[config.mk]
export PLATFORM = sky130hd
export DESIGN_NAME = m68k_cache_ctrl_wt
export DESIGN_NICKNAME = d
export VERILOG_FILES = /design/src/rtl/m68k_cache_pkg.sv /design/src/rtl/m68k_cache_counter.sv /design/src/rtl/m68k_cache_ctrl_wt.sv
export SDC_FILE = /design/constraint.sdc
export NUM_CORES = 1
export LEC_CHECK = 0
export ABC_AREA = 1
export CORE_AREA = 2 2 81 83
export CTS_CLUSTER_SIZE = 24
export DETAILED_ROUTE_END_ITERATION = 8
export DIE_AREA = 0 0 83 85
export DONT_BUFFER_PORTS = 1
export PLACE_DENSITY = 0.47
export SETUP_SLACK_MARGIN = 0.2
export SKIP_LAST_GASP = 1
export SLEW_MARGIN = 20
export SYNTH_ARGS = -nofsm -noshare
export SYNTH_HDL_FRONTEND = slang
export SYNTH_SLANG_ARGS = --single-unit
[constraint.sdc]
create_clock -name Clock -period 1.75 [get_ports Clock]
set_input_delay 0.35 -clock Clock [delete_from_list [all_inputs] [get_ports Clock]]
set_output_delay 0.35 -clock Clock [all_outputs]
set_load 0.01 [all_outputs]
[src/rtl/m68k_cache_pkg.sv]
// Shared state encoding and address-field helpers for the write-through 68k cache controller.
package m68k_cache_pkg;

  typedef enum logic [3:0] {
    ST_RESET           = 4'd0,
    ST_INVALIDATE      = 4'd1,
    ST_IDLE            = 4'd2,
    ST_CHECK_HIT       = 4'd3,
    ST_READ_REQ        = 4'd4,
    ST_CAS_WAIT        = 4'd5,
    ST_BURST_FILL      = 4'd6,
    ST_END_FILL        = 4'd7,
    ST_WRITE_DRAM      = 4'd8,
    ST_WAIT_CACHE_READ = 4'd9
  } cache_state_e;

  function automatic int unsigned tag_bits(input int unsigned addr_bits,
                                           input int unsigned index_bits,
                                           input int unsigned word_bits);
    return addr_bits - index_bits - word_bits - 1;
  endfunction

  // Extract a right-justified field; callers size-cast the result.
  function automatic logic [63:0] addr_field(input logic [63:0] addr,
                                             input int unsigned lsb,
                                             input int unsigned width);
    return (addr >> lsb) & ((64'd1 << width) - 64'd1);
  endfunction

  function automatic logic [63:0] line_base(input logic [63:0] addr,
                                            input int unsigned word_bits);
    return addr & ~((64'd1 << (word_bits + 1)) - 64'd1);
  endfunction

endpackage

[src/rtl/m68k_cache_counter.sv]
// Synchronous-clear up-counter shared by the invalidate, CAS-delay and burst phases.
module m68k_cache_counter #(
  parameter int unsigned WIDTH = 10
) (
  input  logic             Clock,
  input  logic             Reset_L,
  input  logic             clr_i,
  input  logic             inc_i,
  output logic [WIDTH-1:0] count_o
);

  logic [WIDTH-1:0] count_q;

  always_ff @(posedge Clock or negedge Reset_L) begin
    if (!Reset_L) begin
      count_q <= '0;
    end else if (clr_i) begin
      count_q <= '0;
    end else if (inc_i) begin
      count_q <= count_q + WIDTH'(1);
    end
  end

  assign count_o = count_q;

endmodule

[src/rtl/m68k_cache_ctrl_wt.sv]
// Direct-mapped, write-through (write-update on hit) cache controller between the
// 68000 bus, the tag/data/valid cache RAMs and the Dram controller.
module m68k_cache_ctrl_wt
  import m68k_cache_pkg::*;
#(
  parameter  int unsigned ADDR_BITS   = 32,
  parameter  int unsigned INDEX_BITS  = 9,
  parameter  int unsigned WORD_BITS   = 3,
  parameter  int unsigned CAS_LATENCY = 2,
  localparam int unsigned TAG_BITS    = tag_bits(ADDR_BITS, INDEX_BITS, WORD_BITS)
) (
  input  logic                  Clock,
  input  logic                  Reset_L,
  input  logic                  Flush_H,
  output logic                  FlushBusy_H,
  input  logic                  CacheHit_H,
  input  logic                  ValidBitIn_H,
  input  logic                  DramSelect68k_H,
  input  logic [ADDR_BITS-1:0]  AddressBusInFrom68k,
  input  logic [15:0]           DataBusInFrom68k,
  output logic [15:0]           DataBusOutTo68k,
  input  logic                  UDS_L,
  input  logic                  LDS_L,
  input  logic                  WE_L,
  input  logic                  AS_L,
  input  logic                  DtackFromDram_L,
  input  logic                  CAS_Dram_L,
  input  logic                  RAS_Dram_L,
  input  logic [15:0]           DataBusInFromDram,
  input  logic [15:0]           DataBusInFromCache,
  output logic [15:0]           DataBusOutToDramController,
  output logic                  UDS_DramController_L,
  output logic                  LDS_DramController_L,
  output logic                  WE_DramController_L,
  output logic                  AS_DramController_L,
  output logic                  DramSelectFromCache_L,
  output logic                  DtackTo68k_L,
  output logic [ADDR_BITS-1:0]  AddressBusOutToDramController,
  output logic                  TagCache_WE_L,
  output logic                  DataCache_WE_L,
  output logic                  ValidBit_WE_L,
  output logic [1:0]            DataCacheByteEn_L,
  output logic                  CacheDataSel_H,
  output logic [TAG_BITS-1:0]   TagDataOut,
  output logic [INDEX_BITS-1:0] Index,
  output logic [WORD_BITS-1:0]  WordAddress,
  output logic                  ValidBitOut_H,
  output logic [3:0]            CacheState
);

  localparam int unsigned      CNT_BITS      = INDEX_BITS + 1;
  localparam logic [CNT_BITS-1:0] INV_DONE   = {1'b1, {INDEX_BITS{1'b0}}};
  localparam logic [CNT_BITS-1:0] BURST_DONE = CNT_BITS'(2 ** WORD_BITS);
  localparam bit               SKIP_CAS_WAIT = (CAS_LATENCY < 2);
  localparam logic [CNT_BITS-1:0] CAS_LAST   = CNT_BITS'(SKIP_CAS_WAIT ? 0 : CAS_LATENCY - 2);

  cache_state_e         state_q, state_d;
  logic                 wr_first_q, wr_first_d;
  logic                 cnt_clr, cnt_inc;
  logic [CNT_BITS-1:0]  cnt;
  logic [INDEX_BITS-1:0] addr_index;
  logic [WORD_BITS-1:0]  addr_word;
  logic [ADDR_BITS-1:0]  line_addr;
  logic                  unused_dram_bus;

  m68k_cache_counter #(
    .WIDTH(CNT_BITS)
  ) u_counter (
    .Clock  (Clock),
    .Reset_L(Reset_L),
    .clr_i  (cnt_clr),
    .inc_i  (cnt_inc),
    .count_o(cnt)
  );

  assign addr_index = INDEX_BITS'(addr_field(64'(AddressBusInFrom68k), WORD_BITS + 1, INDEX_BITS));
  assign addr_word  = WORD_BITS'(addr_field(64'(AddressBusInFrom68k), 1, WORD_BITS));
  assign line_addr  = ADDR_BITS'(line_base(64'(AddressBusInFrom68k), WORD_BITS));
  assign TagDataOut = TAG_BITS'(addr_field(64'(AddressBusInFrom68k),
                                           INDEX_BITS + WORD_BITS + 1, TAG_BITS));

  assign DataBusOutTo68k            = DataBusInFromCache;
  assign DataBusOutToDramController = DataBusInFrom68k;
  assign CacheState                 = state_q;
  assign unused_dram_bus            = ^DataBusInFromDram;

  // The write-update one-shot is armed on the IDLE->WRITE_DRAM transition so the
  // cache RAM is written only in the first cycle of a (possibly long) Dram write.
  assign wr_first_d = (state_q == ST_IDLE) && (state_d == ST_WRITE_DRAM);

  always_ff @(posedge Clock or negedge Reset_L) begin
    if (!Reset_L) begin
      state_q    <= ST_RESET;
      wr_first_q <= 1'b0;
    end else begin
      state_q    <= state_d;
      wr_first_q <= wr_first_d;
    end
  end

  always_comb begin
    state_d                       = state_q;
    cnt_clr                       = 1'b0;
    cnt_inc                       = 1'b0;
    FlushBusy_H                   = 1'b0;
    TagCache_WE_L                 = 1'b1;
    DataCache_WE_L                = 1'b1;
    ValidBit_WE_L                 = 1'b1;
    DataCacheByteEn_L             = 2'b11;
    CacheDataSel_H                = 1'b0;
    ValidBitOut_H                 = 1'b0;
    DtackTo68k_L                  = 1'b1;
    DramSelectFromCache_L         = 1'b1;
    UDS_DramController_L          = UDS_L;
    LDS_DramController_L          = LDS_L;
    WE_DramController_L           = WE_L;
    AS_DramController_L           = AS_L;
    AddressBusOutToDramController = line_addr;
    Index                         = addr_index;
    WordAddress                   = addr_word;

    case (state_q)
      ST_RESET: begin
        FlushBusy_H = 1'b1;
        cnt_clr     = 1'b1;
        state_d     = ST_INVALIDATE;
      end

      ST_INVALIDATE: begin
        FlushBusy_H = 1'b1;
        Index       = cnt[INDEX_BITS-1:0];
        if (cnt == INV_DONE) begin
          state_d = ST_IDLE;
        end else begin
          ValidBit_WE_L = 1'b0;
          cnt_inc       = 1'b1;
        end
      end

      ST_IDLE: begin
        if (!AS_L && DramSelect68k_H && WE_L) begin
          state_d = ST_CHECK_HIT;
        end else if (!AS_L && DramSelect68k_H) begin
          DramSelectFromCache_L = 1'b0;
          state_d               = ST_WRITE_DRAM;
        end else if (Flush_H) begin
          cnt_clr = 1'b1;
          state_d = ST_INVALIDATE;
        end
      end

      ST_CHECK_HIT: begin
        UDS_DramController_L = 1'b0;
        LDS_DramController_L = 1'b0;
        if (CacheHit_H && ValidBitIn_H) begin
          DtackTo68k_L = 1'b0;
          state_d      = ST_WAIT_CACHE_READ;
        end else begin
          DramSelectFromCache_L = 1'b0;
          state_d               = ST_READ_REQ;
        end
      end

      ST_WAIT_CACHE_READ: begin
        DtackTo68k_L = 1'b0;
        if (AS_L) begin
          state_d = ST_IDLE;
        end
      end

      ST_READ_REQ: begin
        DramSelectFromCache_L = 1'b0;
        TagCache_WE_L         = 1'b0;
        ValidBit_WE_L         = 1'b0;
        ValidBitOut_H         = 1'b1;
        // A CAS-only cycle is the read data phase; RAS low means refresh.
        if (!CAS_Dram_L && RAS_Dram_L) begin
          cnt_clr = 1'b1;
          state_d = SKIP_CAS_WAIT ? ST_BURST_FILL : ST_CAS_WAIT;
        end
      end

      ST_CAS_WAIT: begin
        DramSelectFromCache_L = 1'b0;
        if (cnt == CAS_LAST) begin
          cnt_clr = 1'b1;
          state_d = ST_BURST_FILL;
        end else begin
          cnt_inc = 1'b1;
        end
      end

      ST_BURST_FILL: begin
        DramSelectFromCache_L = 1'b0;
        if (cnt == BURST_DONE) begin
          state_d = ST_END_FILL;
        end else begin
          DataCache_WE_L    = 1'b0;
          DataCacheByteEn_L = 2'b00;
          WordAddress       = cnt[WORD_BITS-1:0];
          cnt_inc           = 1'b1;
        end
      end

      ST_END_FILL: begin
        DtackTo68k_L = 1'b0;
        if (AS_L || !DramSelect68k_H) begin
          state_d = ST_IDLE;
        end
      end

      ST_WRITE_DRAM: begin
        AddressBusOutToDramController = AddressBusInFrom68k;
        DramSelectFromCache_L         = 1'b0;
        DtackTo68k_L                  = DtackFromDram_L;
        if (wr_first_q && CacheHit_H && ValidBitIn_H) begin
          DataCache_WE_L    = 1'b0;
          CacheDataSel_H    = 1'b1;
          DataCacheByteEn_L = {UDS_L, LDS_L};
        end
        if (AS_L || !DramSelect68k_H) begin
          state_d = ST_IDLE;
        end
      end

      default: begin
        state_d = ST_RESET;
      end
    endcase
  end

endmodule

Yosys cells after proc, flatten, opt, wreduce, memory -nomap -nowiden
Index checks and enable logic that the tools add are counted.

Flip-flop bits (word level): 15. Input port bits: 93. Output and inout bits: 113. Logic and storage cells: 82.

Add/sub/neg operators: 1. Equality and inequality tests: 12. Multiplexer cells: 48. Reduce and logical (&&, ||, !) cells: 18.

Operators with widths (number): $mux 4 (11); $pmux 4 s9 (1); $mux 1 (22); $mux 10 (2); $eq 4x3->1 const B (4); $eq 4x4->1 const B (3); $add 10x1->10 const B (1); $eq 10x10->1 const B (1); $eq 10x4->1 const B (1); $logic_not 10->1 (1); $mux 9 (1); $pmux 1 s3 (3); $eq 4x2->1 const B (2); $logic_and 1x1->1 (7); $mux 3 (2); $reduce_or 2->1 (3); $eq 4x1->1 const B (1); $logic_not 4->1 (1); $mux 2 (2); $pmux 1 s2 (2); $pmux 1 s4 (1); $pmux 2 s2 (1); $reduce_or 4->1 (1); $logic_not 1->1 (3); other kinds (2) (2).

Longest topological paths before layout
Depth in word-level cells: 7. Gate-level depth with buffers: 10.

Cells and area by module
From an unflattened synthesis, not the netlist that was laid out.

Cells, all modules: 308. Area total of the unflattened synthesis: 1974.4 um^2.

By module, submodules not included: m68k_cache_ctrl_wt (instances 1, cells an instance 235, area each 1428.9 um^2); m68k_cache_counter (instances 1, cells an instance 73, area each 545.5 um^2).

Worst setup path before layout
OpenSTA, ideal clock, no wires.

Kind: register to output. From: register state_q[3] (netlist: CacheState[3]). To: output port DataCacheByteEn_L[0]. Data arrival time: 1.378 ns. Data required time: 1.400 ns. Setup slack: 0.022 ns. Stages on the path, launching flop included: 9. Path buffers: 0. Path through: dfrtp_1 inv_2 nand2_1 nor3_2 inv_1 o21ai_0 nand2_1 inv_1 o21ai_0.

Cells in the longest elaborated chain, start to end: 2. Elaborated cells on any way between the ends: 3. Classes of those cells: eq/ne: 2; mux: 1.

RTL lines: start: declaration (RTL line m68k_cache_ctrl_wt.sv:57) `cache_state_e state_q, state_d;`; start signal: assignment (RTL line m68k_cache_ctrl_wt.sv:96) `state_q <= state_d;`; $eq 4x4->1 / $eq 4x3->1 (equally long branches) (RTL line m68k_cache_ctrl_wt.sv:122) `case (state_q)`; $pmux 2 s2 * (RTL line m68k_cache_ctrl_wt.sv:122); end: declaration (RTL line m68k_cache_ctrl_wt.sv:42) `output logic [1:0] DataCacheByteEn_L,`.

Mark *: on every way between the ends. The rest lies on a longest branch, timed or not.

Worst setup path in the final report
From: register u_counter.count_q[1] (netlist: u_counter.count_o[1]). To: output port DataCacheByteEn_L[1].

Cells in the longest elaborated chain, start to end: 3.

RTL lines: start: declaration (RTL line m68k_cache_counter.sv:12) `logic [WIDTH-1:0] count_q;`; start signal: assignment (RTL line m68k_cache_counter.sv:20) `count_q <= count_q + WIDTH'(1);`; $eq 10x4->1 (RTL line m68k_cache_ctrl_wt.sv:195) `if (cnt == BURST_DONE) begin`; $mux 2 (RTL line m68k_cache_ctrl_wt.sv:195); $pmux 2 s2 (RTL line m68k_cache_ctrl_wt.sv:122).

Every way passes these cells.

==> out/metrics.cfg <==
[pwr]
finalPower_mw=3.83
irDropWorstVdd_mv=0.688
power_density_nw_per_um2=1440
p_leak_nw=1.24

[synth]
synthCells=316
ys_async_sr_fraction_pct=100
synthSimpleGateAreaFrac_pct=34.8
syn-num-nets=411
synthAdderAreaFrac_pct=1.20
synth_seq_cells=15
synth_area_um2=2080
ys_warn_count=0
synth-xor-area-share_pct=2.94
seq_area_frac_synth_pct=18.0
synth_cell_types=30
synth_top_family_by_area=buffers and inverters
syn_avg_cell_area_um2=6.59
synthFlopType=dfrtp_1
muxShareOfSynthArea_pct=0
synth-compound-area-share_pct=6.49
synth-edff-count=0

[setup_path]
critPathLaunchType=register
crit-reg2reg-capture=u_counter.count_o[7]
crit_start=u_counter.count_o[1]
cp_slowest_stage_delay_ns=0.39
r2r_cells=11
cp_num_buf_inv=3
crit_path_end_kind=primary output
cp_max_fo=3
crit_arrival_ns=1.52
crit_type=register to primary output
reg2reg_slack_ns=0.02
required_ns=1.40
regToRegStartpoint=u_counter.count_o[1]
cp_slowest_cell=dfrtp_1
crit_chain=inv_2 -> ha_4 -> nand3_2 -> nor2_2 -> buf_4 -> nand3_2 -> nand2_2 -> inv_2 -> o21ai_2
critPathTopFamily=simple AND/OR/NAND/NOR gates

[final_layout]
drive_gt1_share_pct=57.6
multi_input_area_um2=1460
fin_nets=393
area_delta_synth_final_pct=28.1
design_area_um2=2670
fillCellCount=600
final_util_pct=43.0
seqCellArea_um2=379

[clock_tree]
insertion_delay_ns=0.25
cts_made_buffers=3
clock_path_buffers=2
ctsHtreeMaxLevel=1
clk_pin_slew_worst_paths_ns=0.07
cts_root_buf=clkbuf_8
clock-sinks=15
cts_tree=yes

[detailed_routing]
drt_wl_total_mm=6.20
drt_first_iter_violations=138
drc=0
routed-via-count=1904
wl_per_cell_um=16.5
ant_nets=0
drt_first_pass_iters=4
via_per_inst=5.08

[global_routing]
antenna_found_initial=1
grt_max_degree=20
grt_remaining_overflow=0
grt_pass1_vias=1792
grt.total_usage_pct=15.6
grt_pass1_wl_mm=8.74

[floorplan]
die_y_um=85
die_area_um2=7060
core_um2=6200
die_w_um=83
placementRows=29
io_pins=206
initial_core_util_pct=33.6

[sta]
fin_crit_sh_pct=107
drv_slew=0
skew_ns=0.00364
report.final.hold_viol_count=0
setup_viol=17
setup_ws_ns=-0.124
min_period_ns=1.87
worst_pin_slew_ns=0.804
fin_tns_setup_ns=-1.32
slew_headroom_pct=46.2
grt_setup_unrepaired=true
fmax_mhz=534

[min_path]
holdPathEnd=wr_first_q
min-delay-start=WE_L
hold_class=input port to register
hold_path_depth=2

[placement]
place_area_um2=1830
dp_hpwl_mm=3.93
gp_congestion=0.859
io_buffer_count=0

[status]
violations=setup timing
status=finished with violations

[run]
maxCapViolations=0

==> sequential cells by signal, summed over array words and instances (netlist names) <==
signal	flops
u_counter.count_o	10
CacheState	4
wr_first_q	1
==> layout make-up <==
type,count,area share (%)
Multi-Input combinational cell,186,54.6
Timing Repair Buffer,56,19.5
Sequential cell,15,14.2
Inverter,35,5.58
Tap cell,77,3.61
Clock buffer,4,1.69
Timing Repair inverter,1,0.751
Antenna cell,1,0.0939
==> worst max-delay path by stage <==
stage | to | slack (ns) | depth (start not counted)
after floorplan | DataCacheByteEn_L[0] | 0.15 | 8
after global placement | u_counter.count_o[6] | 0.08 | 8
after detailed placement | Index[1] | 0.09 | 6
after CTS | WordAddress[1] | -0.09 | 8
after global routing | DataCacheByteEn_L[1] | -0.21 | 9
final | DataCacheByteEn_L[1] | -0.12 | 9
==> worst register-to-register path: stages (launching register included) <==
cell and delay [ns]:
dfrtp_1 0.39, inv_2 0.08, ha_4 0.14, nand3_2 0.07, nor2_2 0.16, nand2_2 0.08
nand2_4 0.15, buf_4 0.17, nand2_4 0.09, nor2_4 0.19, nand3_1 0.10, nand2_1 0.06
==> cell families (layout without fill, tap and decap cells) <==
logic type	count (synthesis)	in the layout
simple gates	149	153
buf+inv	119	96
compound gates	24	24
flops	15	15
xor+xnor	7	7
fa+ha+maj	2	2
other cells	0	1
==> timing repair <==
item	CTS	global route
hold endpoints to repair	15	0
gates resized for setup	69	49
setup endpoints to repair	37	40
hold buffers	1	0
pin swaps	22	17
gates cloned	2	3
buffers inserted	25	9
==> synthesized netlist by cell type (3+ instances only) <==
| cell | number | area, um2 |
|---|---|---|
| nand3_1 | 34 | 170 |
| nor2_4 | 3 | 33.8 |
| dfrtp_1 | 15 | 375 |
| o21ai_0 | 16 | 80.1 |
| buf_4 | 81 | 608 |
| nand2_2 | 3 | 18.8 |
| xor2_1 | 6 | 52.6 |
| nor2_2 | 3 | 18.8 |
| inv_2 | 5 | 18.8 |
| inv_1 | 30 | 113 |
| nand2_1 | 65 | 244 |
| nor2_1 | 29 | 109 |
==> per-stage QoR <==
step	cells	hold WS, ns	worst slack (ns)
after floorplan	316	0.0544	0.150
after global placement	330	0.0549	0.0789
after detailed placement	330	0.0549	0.0891
after CTS	362	0.285	-0.0899
after global routing	375	0.292	-0.214
final	375	0.288	-0.124
==> metal layers <==
layer | up-vias | track usage, % | wire length (um) | part of all wire (%)
met5 | - | 0 | 0 | 0
met4 | 0 | 7.75 | 219 | 3.5
met3 | 24 | 5.74 | 512 | 8.3
met2 | 89 | 26.6 | 3060 | 49
met1 | 908 | 17.0 | 2410 | 39
li1 | 883 | - | - | -
==> cells in the final DEF, fill, tap and decap left out, types with 2 or more instances in the layout <==
cell	count
buf_6	19
o21ai_2	4
inv_4	2
buf_4	34
o21ai_0	2
inv_2	9
nor2_2	9
nor2_1	11
o21ai_4	11
or2_2	2
nand3_1	23
inv_1	23
o21ai_1	2
nor2_8	2
nor2_4	19
o211ai_1	2
nand3_2	11
nand2_8	2
dfrtp_1	12
buf_12	2
xor2_1	6
nand3_4	2
nand2_2	23
nand2_1	36
dfrtp_2	3
nand2_4	9
clkbuf_8	3
==> power breakdown <==
| part | switching (mW) | leakage, nW | internal [mW] |
|---|---|---|---|
| combinational | 1.83 | 1.02 | 1.18 |
| sequential | 0.115 | 0.198 | 0.412 |
| clock | 0.139 | 0.0228 | 0.162 |
| total | 2.08 | 1.24 | 1.75 |
Note: power is estimated with default switching activity, not from simulation.
